### src/rtl/resp_crossbar_pkg.sv
// Shared types and constants for the two-responder / two-initiator response crossbar.
package resp_crossbar_pkg;

   localparam int DEFAULT_WIDTH = 8;

   typedef logic port_idx_t;

   // Registered output slot; the payload field is DEFAULT_WIDTH wide.
   typedef struct packed {
      logic                     val;
      port_idx_t                src;
      logic [DEFAULT_WIDTH-1:0] data;
   } slot_t;

endpackage

### src/rtl/resp_crossbar_if.sv
// Response-side bus of the crossbar: two responder inputs (r0/r1) and two initiator outputs (q0/q1).
interface resp_crossbar_if
   import resp_crossbar_pkg::*;
#(
   parameter int WIDTH = DEFAULT_WIDTH
);

   logic             r0_val;
   logic             r1_val;
   port_idx_t        r0_dst;
   port_idx_t        r1_dst;
   logic [WIDTH-1:0] r0_data;
   logic [WIDTH-1:0] r1_data;
   logic             r0_rdy;
   logic             r1_rdy;

   logic             q0_val;
   logic             q1_val;
   port_idx_t        q0_src;
   port_idx_t        q1_src;
   logic [WIDTH-1:0] q0_data;
   logic [WIDTH-1:0] q1_data;
   logic             q0_rdy;
   logic             q1_rdy;

   modport master (
      output r0_val, r1_val, r0_dst, r1_dst, r0_data, r1_data, q0_rdy, q1_rdy,
      input  r0_rdy, r1_rdy, q0_val, q1_val, q0_src, q1_src, q0_data, q1_data
   );

   modport slave (
      input  r0_val, r1_val, r0_dst, r1_dst, r0_data, r1_data, q0_rdy, q1_rdy,
      output r0_rdy, r1_rdy, q0_val, q1_val, q0_src, q1_src, q0_data, q1_data
   );

endinterface

### src/rtl/resp_crossbar_slot.sv
// One output slot of the crossbar: arbiter between r0/r1, optional round-robin pointer
// (RESP_CROSSBAR_RR_EN) and the registered q output.
module resp_crossbar_slot
   import resp_crossbar_pkg::*;
#(
   parameter int WIDTH = DEFAULT_WIDTH,
   parameter int K     = 0
) (
   input  logic             clk,
   input  logic             rst_n,
   input  logic [1:0]       r_val,
   input  logic [1:0]       r_dst,
   input  logic [WIDTH-1:0] r_data [2],
   input  logic             q_rdy,
   output logic [1:0]       rdy,
   output logic             q_val,
   output port_idx_t        q_src,
   output logic [WIDTH-1:0] q_data
);

   localparam port_idx_t IDX = port_idx_t'(K);

   slot_t      slot_reg;
   slot_t      slot_next;
   logic [1:0] aim;
   logic [1:0] req;
   logic [1:0] acc;
   logic       free;
   logic       favour;

   assign aim[0] = (r_dst[0] == IDX);
   assign aim[1] = (r_dst[1] == IDX);
   assign req    = r_val & aim;
   assign free   = !slot_reg.val || q_rdy;

`ifdef RESP_CROSSBAR_RR_EN
   logic ptr_reg;
   logic ptr_next;

   assign favour = ptr_reg;

   // Only a contended grant moves the pointer, and always to the input that lost.
   always_comb begin
      ptr_next = ptr_reg;
      if (req[0] && req[1] && free) begin
         ptr_next = ~ptr_reg;
      end
   end

   always_ff @(posedge clk or negedge rst_n) begin
      if (!rst_n) begin
         ptr_reg <= 1'b0;
      end else begin
         ptr_reg <= ptr_next;
      end
   end
`else
   assign favour = 1'b0;
`endif

   // An input loses only when the other one presents to this slot and holds the favour,
   // so each rdy is independent of its own valid.
   assign rdy[0] = rst_n && free && aim[0] && !(req[1] && favour);
   assign rdy[1] = rst_n && free && aim[1] && !(req[0] && !favour);
   assign acc    = r_val & rdy;

   always_comb begin
      slot_next = slot_reg;
      if (acc[0]) begin
         slot_next.val  = 1'b1;
         slot_next.src  = 1'b0;
         slot_next.data = DEFAULT_WIDTH'(r_data[0]);
      end else if (acc[1]) begin
         slot_next.val  = 1'b1;
         slot_next.src  = 1'b1;
         slot_next.data = DEFAULT_WIDTH'(r_data[1]);
      end else if (q_rdy) begin
         slot_next.val  = 1'b0;
      end
   end

   always_ff @(posedge clk or negedge rst_n) begin
      if (!rst_n) begin
         slot_reg <= '0;
      end else begin
         slot_reg <= slot_next;
      end
   end

   assign q_val  = slot_reg.val;
   assign q_src  = slot_reg.src;
   assign q_data = WIDTH'(slot_reg.data);

endmodule

### src/rtl/resp_crossbar.sv
// Top of the 2x2 response crossbar; one slot per initiator, optional round-robin
// arbitration selected by RESP_CROSSBAR_RR_EN (fixed r0 priority otherwise).
module resp_crossbar
   import resp_crossbar_pkg::*;
#(
   parameter int WIDTH = DEFAULT_WIDTH
) (
   input  logic           clk,
   input  logic           rst_n,
   resp_crossbar_if.slave bus
);

   logic [1:0]       r_val;
   logic [1:0]       r_dst;
   logic [WIDTH-1:0] r_data [2];
   logic [1:0]       q_rdy;
   logic [1:0]       q_val;
   logic [1:0]       q_src;
   logic [WIDTH-1:0] q_data [2];
   logic [1:0]       grant  [2];

   assign r_val     = {bus.r1_val, bus.r0_val};
   assign r_dst     = {bus.r1_dst, bus.r0_dst};
   assign r_data[0] = bus.r0_data;
   assign r_data[1] = bus.r1_data;
   assign q_rdy     = {bus.q1_rdy, bus.q0_rdy};

   genvar gi;
   generate
      for (gi = 0; gi < 2; gi++) begin : g_slot
         resp_crossbar_slot #(
            .WIDTH (WIDTH),
            .K     (gi)
         ) u_slot (
            .clk    (clk),
            .rst_n  (rst_n),
            .r_val  (r_val),
            .r_dst  (r_dst),
            .r_data (r_data),
            .q_rdy  (q_rdy[gi]),
            .rdy    (grant[gi]),
            .q_val  (q_val[gi]),
            .q_src  (q_src[gi]),
            .q_data (q_data[gi])
         );
      end
   endgenerate

   // Each responder sees the grant of the slot it is addressing.
   assign bus.r0_rdy  = grant[r_dst[0]][0];
   assign bus.r1_rdy  = grant[r_dst[1]][1];

   assign bus.q0_val  = q_val[0];
   assign bus.q1_val  = q_val[1];
   assign bus.q0_src  = q_src[0];
   assign bus.q1_src  = q_src[1];
   assign bus.q0_data = q_data[0];
   assign bus.q1_data = q_data[1];

endmodule

### src/flat_wrapper.sv
// flat-port wrapper written by rule: the top's interface ports become plain ports
module resp_crossbar_flat import resp_crossbar_pkg::*;
#(
   parameter int WIDTH = DEFAULT_WIDTH
)
  (clk, rst_n, bus_r0_val, bus_r1_val, bus_r0_dst, bus_r1_dst, bus_r0_data, bus_r1_data, bus_q0_rdy, bus_q1_rdy, bus_r0_rdy, bus_r1_rdy, bus_q0_val, bus_q1_val, bus_q0_src, bus_q1_src, bus_q0_data, bus_q1_data);
  resp_crossbar_if #(.WIDTH(WIDTH)) bus_i ();
  input  logic clk;
  input  logic rst_n;
  input wire logic [$bits(bus_i.r0_val)-1:0] bus_r0_val;
  input wire logic [$bits(bus_i.r1_val)-1:0] bus_r1_val;
  input wire logic [$bits(bus_i.r0_dst)-1:0] bus_r0_dst;
  input wire logic [$bits(bus_i.r1_dst)-1:0] bus_r1_dst;
  input wire logic [$bits(bus_i.r0_data)-1:0] bus_r0_data;
  input wire logic [$bits(bus_i.r1_data)-1:0] bus_r1_data;
  input wire logic [$bits(bus_i.q0_rdy)-1:0] bus_q0_rdy;
  input wire logic [$bits(bus_i.q1_rdy)-1:0] bus_q1_rdy;
  output wire logic [$bits(bus_i.r0_rdy)-1:0] bus_r0_rdy;
  output wire logic [$bits(bus_i.r1_rdy)-1:0] bus_r1_rdy;
  output wire logic [$bits(bus_i.q0_val)-1:0] bus_q0_val;
  output wire logic [$bits(bus_i.q1_val)-1:0] bus_q1_val;
  output wire logic [$bits(bus_i.q0_src)-1:0] bus_q0_src;
  output wire logic [$bits(bus_i.q1_src)-1:0] bus_q1_src;
  output wire logic [$bits(bus_i.q0_data)-1:0] bus_q0_data;
  output wire logic [$bits(bus_i.q1_data)-1:0] bus_q1_data;
  assign bus_i.r0_val = bus_r0_val;
  assign bus_i.r1_val = bus_r1_val;
  assign bus_i.r0_dst = bus_r0_dst;
  assign bus_i.r1_dst = bus_r1_dst;
  assign bus_i.r0_data = bus_r0_data;
  assign bus_i.r1_data = bus_r1_data;
  assign bus_i.q0_rdy = bus_q0_rdy;
  assign bus_i.q1_rdy = bus_q1_rdy;
  assign bus_r0_rdy = bus_i.r0_rdy;
  assign bus_r1_rdy = bus_i.r1_rdy;
  assign bus_q0_val = bus_i.q0_val;
  assign bus_q1_val = bus_i.q1_val;
  assign bus_q0_src = bus_i.q0_src;
  assign bus_q1_src = bus_i.q1_src;
  assign bus_q0_data = bus_i.q0_data;
  assign bus_q1_data = bus_i.q1_data;
  resp_crossbar #(.WIDTH(WIDTH)) u_core (.clk(clk), .rst_n(rst_n), .bus(bus_i));
endmodule
### config.mk
export PLATFORM = sky130hd
export DESIGN_NAME = resp_crossbar_flat
export DESIGN_NICKNAME = d
export VERILOG_FILES = /design/src/rtl/resp_crossbar_pkg.sv /design/src/rtl/resp_crossbar_if.sv /design/src/rtl/resp_crossbar_slot.sv /design/src/rtl/resp_crossbar.sv /design/src/flat_wrapper.sv
export SDC_FILE = /design/constraint.sdc
export NUM_CORES = 1
export LEC_CHECK = 0
export ABC_AREA = 1
export BUFFER_PORTS_ARGS = -buffer_cell sky130_fd_sc_hd__clkbuf_2
export CAP_MARGIN = 5
export CORE_ASPECT_RATIO = 0.8
export CORE_MARGIN = 2
export CORE_UTILIZATION = 43
export CTS_CLUSTER_DIAMETER = 200
export DETAILED_ROUTE_END_ITERATION = 12
export PLACE_DENSITY = 0.83
export SYNTH_ARGS = -nofsm -noshare
export SYNTH_HDL_FRONTEND = slang
export SYNTH_SLANG_ARGS = --single-unit
### constraint.sdc
create_clock -name clk -period 1 [get_ports clk]
set_input_delay 0.05 -clock clk [delete_from_list [all_inputs] [get_ports clk]]
set_output_delay 0.05 -clock clk [all_outputs]
set_load 0.005 [all_outputs]
# Word-level counts from Yosys, hierarchy flattened
# Cells that the tools add are included.
# word_totals
elab_cells	48
latch_bits	0
regBits	20
mem_bits_rw	0
mem_bits_ro	0
in_bits	24
output_inout_bits	22
memories	0
# classes
n_addsub	0
multipliers	0
bitwise	8
n_lt_le_gt_ge	2
div_mod_pow	0
n_mux	14
reduce_logical	18
shifts	0
eq_ne	0
# op_table
op	n
$mux W10	2
$mux W9	2
$logic_and A1 B1 Y1	8
$mux W1	7
$mux W2	3
$reduce_bool A3 Y1	2
$and A2 B2 Y2	2
$ge A2 B2 Y1 const B	2
$logic_not A1 Y1	4
$not A1 Y2	2
$reduce_bool A2 Y1	2
$and A1 B1 Y1	2
$logic_or A1 B1 Y1	2
$not A1 Y1	2

# Depth between registers and ports, before layout
# logic_depth
depth_word	8
depth_mapped	7

# Modules after synthesis
# A second synthesis with hierarchy kept.
# hier_totals
cells_unflattened	163
area_unflattened_um2	1244.9
# modules_own_cells
module	cells_per_inst	area_per_inst_um2	instances	seq_area_each_um2
resp_crossbar_slot at u_core.g_slot[1].u_slot	79	638.1	1	250.2
resp_crossbar_slot at u_core.g_slot[0].u_slot	76	576.8	1	250.2
resp_crossbar	8	30.0	1	0.0

# Worst setup path before layout
# Ideal clock, no wire load.
# synth_path
path_type	register -> register
startpoint	register u_core.g_slot[0].u_slot.slot_reg (netlist bit u_core.g_slot[0].u_slot.q_val)
endpoint	register u_core.g_slot[0].u_slot.slot_reg (netlist bit u_core.g_slot[0].u_slot.q_data[0])
arrival_time_ns	0.933
setup_ns	0.116
required_time_ns	0.884
stages_incl_launch_ff	6
n_path_buf	1
path_slack_ns	-0.050
path_cell_list	dfrtp_1 > a21oi_2 > nand3_2 > buf_2 > nand3_1 > nand2_1
# synth_between
elab_chain_len	7
elab_cells_between_ends	9
# synth_lines
element	line	text
start, declared	resp_crossbar_slot.sv:23	slot_t slot_reg;
start signal, assigned	resp_crossbar_slot.sv:86	slot_reg <= slot_next;
$logic_not A1 Y1 *	resp_crossbar_slot.sv:34	assign free = !slot_reg.val || q_rdy;
$logic_or A1 B1 Y1 *	resp_crossbar_slot.sv:34	
$logic_and A1 B1 Y1 *	resp_crossbar_slot.sv:63, resp_crossbar_slot.sv:64	
$logic_and A1 B1 Y1 (2 in series)	resp_crossbar_slot.sv:64	assign rdy[1] = rst_n && free && aim[1] && !(req[0] && !favour);
$and A2 B2 Y2 *	resp_crossbar_slot.sv:65	assign acc = r_val & rdy;
$reduce_bool A2 Y1 (no source line)	--	
# Every way passes the cells marked *; elsewhere a longest branch is shown, timed or not.
# A chain may end at the register's enable or synchronous reset.

# Worst setup path after layout
# layout_path
startpoint	register u_core.g_slot[1].u_slot.slot_reg (netlist bit u_core.g_slot[1].u_slot.q_val)
endpoint	output bus_r1_rdy
# layout_between
elab_chain_len	8
# layout_lines
element	line	text
start, declared	resp_crossbar_slot.sv:23	
start signal, assigned	resp_crossbar_slot.sv:86	
$logic_not A1 Y1	resp_crossbar_slot.sv:34	
$logic_or A1 B1 Y1	resp_crossbar_slot.sv:34	
$logic_and A1 B1 Y1 (3 in series)	resp_crossbar_slot.sv:64	
$mux W2 (not written as such) (3 in series)	resp_crossbar.sv:51	assign bus.r1_rdy = grant[r_dst[1]][1];
end, declared	flat_wrapper.sv:19	output wire logic [$bits(bus_i.r1_rdy)-1:0] bus_r1_rdy;
# Every way passes these cells. The select of a mux whose other input is x is not followed.

==> out/metrics.cfg <==
[drt]
route.final.wire_length_microns=3210
wl_per_cell_microns=12.7
drtIter0Drc=58
route.detailed.vias_per_inst=5.02
antenna_left=0
route.vias.total=1269
post_route_drc_violation_count=0
first_pass_iters=4

[critical_path]
worst_path_max_delay_cell=sky130_fd_sc_hd__dfrtp_1
critical_path.cell_chain=a21oi_2 > buf_6 > a22o_1 > clkbuf_2
worstSetupStartpointType=flip-flop
critPathRequiredTime_ns=0.95
rr_endpoint=u_core.g_slot[0].u_slot.q_src$_DFFE_PN0P_
regToRegSetupSlack_ns=-0.24
max_stage_delay_ns=0.42
critical_path_class=reg2out
critical_path.reg2reg.startpoint=u_core.g_slot[0].u_slot.q_val$_DFFE_PN0P_
crit_arrival_ns=1.27
worst-r2r-cell-count=6
worst-path-max-fanout=4
critical_path.n_buffers_inverters=2
critical-path-top-delay-family=flip-flops
endpoint_kind=output port

[yosys]
postSynthAreaPerCell_sq_um=7.52
synth_sequential_area_ratio_pct=43.5
synthTopCellsByArea=sky130_fd_sc_hd__dfrtp_1 43%, sky130_fd_sc_hd__nand2_1 23%, sky130_fd_sc_hd__nand3_1 16%, sky130_fd_sc_hd__nand3_4 3.0%, sky130_fd_sc_hd__buf_6 2.9%
synth_edf_count=0
synthDistinctLibCells=16
syn-num-nets=177
yosys.area.top_type_share_pct=43.5
ys_dominant_reg_cell=sky130_fd_sc_hd__dfrtp_1
postSynthRegisterBits=20
syn-cell-area_sq_um=1150
synth_top_cell_by_area=sky130_fd_sc_hd__dfrtp_1
synthesis.instances=153
yosysWarningCount=0
async_reset_ff_share_pct=100

[worst_hold_path]
min_to=u_core.g_slot[1].u_slot.q_data[3]$_DFFE_PN0P_
timing.hold.worst.class=in2reg
hold_path_origin=bus_r1_data[3]
worst_hold_path.num_cells=5

[power_and_ir_drop]
power_per_cell_area_nw_per_um2=1450
clock_power_share_pct=26.3
share_comb_of_total_power_pct=30.7
power.share.switching_pct=29.8
power_w=0.00249
internal_power_w=0.00175
power_leakage_nw=0.974
power.ir.vdd_worst_mv=1.35
power.sequential.fraction_pct=42.9
p_sw_w=0.000740

[clocking]
cts.path.max_buffers=2
worst_skew_pair.late_latency_ns=0.31
cts_made_buffers=3
ctsRootBufferMaster=sky130_fd_sc_hd__clkbuf_4
cts_htree_levels=1
clkSinkCount=20
cts_tree=yes
cts.reportedPaths.clkPinSlew_ns=0.12

[placed_design]
port_buffers=45
detailedPlacementHpwl_microns=2180
finalWeightedCongestion=0.978

[timing]
layout_setup_ws_ns=-0.316
largest_clock_skew_in_the_final_design_ns=0.0131
minimum_clock_period_after_layout_ns=1.32
hold_violations=0
max_freq_mhz=760
worst_slew_pin_slew_ns=0.205
timing.final.max_slew_violations=0
final.period_utilization_pct=132
worst_slew_margin_rel_pct=86.3
setup_total_negative_slack_ns=-4.22
rsz0062_at_grt=yes
final_setup_vio_count=23

[global_routing]
use_met1_pct=29.2
first_global_vias=1130
grt.met2_usage_pct=35.6
first_pass_grt_wire_length_microns=5060
grt_start_max_net_pins=20
use_met3_pct=5.93
groute.usage.overall_pct=22.0
grt_overflow=0
grt_antenna_before_repair=0
busiest_layer=met2

[floorplan]
top_level_ports=46
die_area_sq_um=3110
fp-row-count=16
die_width_microns=61.8
die_height_microns=50.3
floorplan.initialDensity_pct=46.0
core_sq_um=2500

[layout]
diodes=0
register_area_sq_um=500
multi_input_area_sq_um=664
n_fill_cell=196
final_nets=242
final_core_util_pct=68.6
syn_to_final_growth_pct=49.0
drive_above_1_share_pct=40.6

[outcome]
violations=setup timing
run_status=complete, but fails checks

[run]
total_of_max_cap_violations=0

registers in the layout (all words and copies together) (netlist names):
signal and flops:
u_core.g_slot.u_slot.q_data 16, u_core.g_slot.u_slot.q_src 2, u_core.g_slot.u_slot.q_val 2
synth_stat cells, types with 2 or more instances:
cell type / n
sky130_fd_sc_hd__buf_6: 3
sky130_fd_sc_hd__nand3_2: 2
sky130_fd_sc_hd__dfrtp_1: 20
sky130_fd_sc_hd__nand3_4: 2
sky130_fd_sc_hd__buf_4: 2
sky130_fd_sc_hd__a21oi_2: 3
sky130_fd_sc_hd__nand3_1: 36
sky130_fd_sc_hd__nand2_2: 2
sky130_fd_sc_hd__nand2_1: 72
sky130_fd_sc_hd__inv_1: 5
placed cells by master, fill, tap and decap left out, drive strengths merged:
cell type,synthesis,layout
clkbuf,0,48
nand3,40,43
dlygate4sd3,0,1
inv,7,7
buf,6,17
bufinv,0,1
nand2,74,74
a22o,1,1
a21oi,3,3
dfrtp,20,20
nor2,2,2
worst register-to-register path, delay by kind of cell (launching register included):
kind                   cells  cell delay [ns]
flip-flops                 1             0.41
AND/OR/NAND/NOR            3             0.24
AO/OA/AOI/OAI              1             0.17
buffers and inverters      2             0.31
logic make-up (layout without fill, tap and decap cells):
family / count (synthesis) / count (layout) / synth area share, %
compound gates: 4 / 4 / 3.04
buf+inv: 13 / 74 / 7.17
flops: 20 / 20 / 43.5
simple gates: 116 / 119 / 46.3
what timing repair did:
item / 4_1_cts / 5_1_grt
endpoints found under the hold margin: 20 / 0
setup endpoints to repair: 22 / 24
gates resized for setup: 11 / 3
gates cloned: 2 / 1
pin swaps: 5 / 5
buffers inserted: 4 / 3
hold buffers: 1 / 0
power by group through the flow:
stage | clock network (W) | logic (W) | registers, W
finish | 0.000654 | 0.000765 | 0.00107
global route | 0.000734 | 0.000860 | 0.00109
CTS | 0.000675 | 0.000737 | 0.00107
detailed placement | 0 | 0.000665 | 0.00108
global placement | 0 | 0.000651 | 0.00108
floorplan | 0 | 0.000311 | 0.00109
metrics by stage:
step / setup WS, ns / instances / hold slack (ns) / instance area, sq um
CTS: -0.345 / 250 / 0.0441 / 1670
detailed placement: -0.110 / 239 / 0.0126 / 1510
global route: -0.394 / 253 / 0.0510 / 1720
finish: -0.316 / 253 / 0.0511 / 1720
floorplan: -0.0208 / 153 / -0.246 / 1160
global placement: -0.0981 / 239 / 0.00317 / 1510
layout make-up:
type | instances | share of cell area [%]
Clock buffer | 3 | 1.31
Clock inverter | 1 | 1.75
Inverter | 7 | 1.68
Multi-Input combinational cell | 123 | 38.7
Sequential cell | 20 | 29.2
Tap cell | 36 | 2.63
Timing Repair Buffer | 63 | 24.7
metal layers:
layer | vias to the layer above | part of all wire, %
met2 | 48 | 50
met1 | 585 | 43
li1 | 630 | -
met4 | 0 | 1.6
met3 | 6 | 5.9
met5 | - | 0
how the worst max path moves through the flow:
stage | start | end | slack [ns] | depth (start not counted)
after global routing | u_core.g_slot[1].u_slot.q_val$_DFFE_PN0P_ | bus_r1_rdy | -0.39 | 4
final | u_core.g_slot[1].u_slot.q_val$_DFFE_PN0P_ | bus_r1_rdy | -0.32 | 4
after floorplan | u_core.g_slot[1].u_slot.q_val$_DFFE_PN0P_ | u_core.g_slot[1].u_slot.q_data[0]$_DFFE_PN0P_ | -0.02 | 5
after global placement | u_core.g_slot[1].u_slot.q_val$_DFFE_PN0P_ | u_core.g_slot[1].u_slot.q_data[0]$_DFFE_PN0P_ | -0.1 | 5
after CTS | u_core.g_slot[1].u_slot.q_val$_DFFE_PN0P_ | bus_r1_rdy | -0.35 | 4
after detailed placement | u_core.g_slot[1].u_slot.q_val$_DFFE_PN0P_ | u_core.g_slot[1].u_slot.q_data[5]$_DFFE_PN0P_ | -0.11 | 5
(Power assumes the default switching activity.)
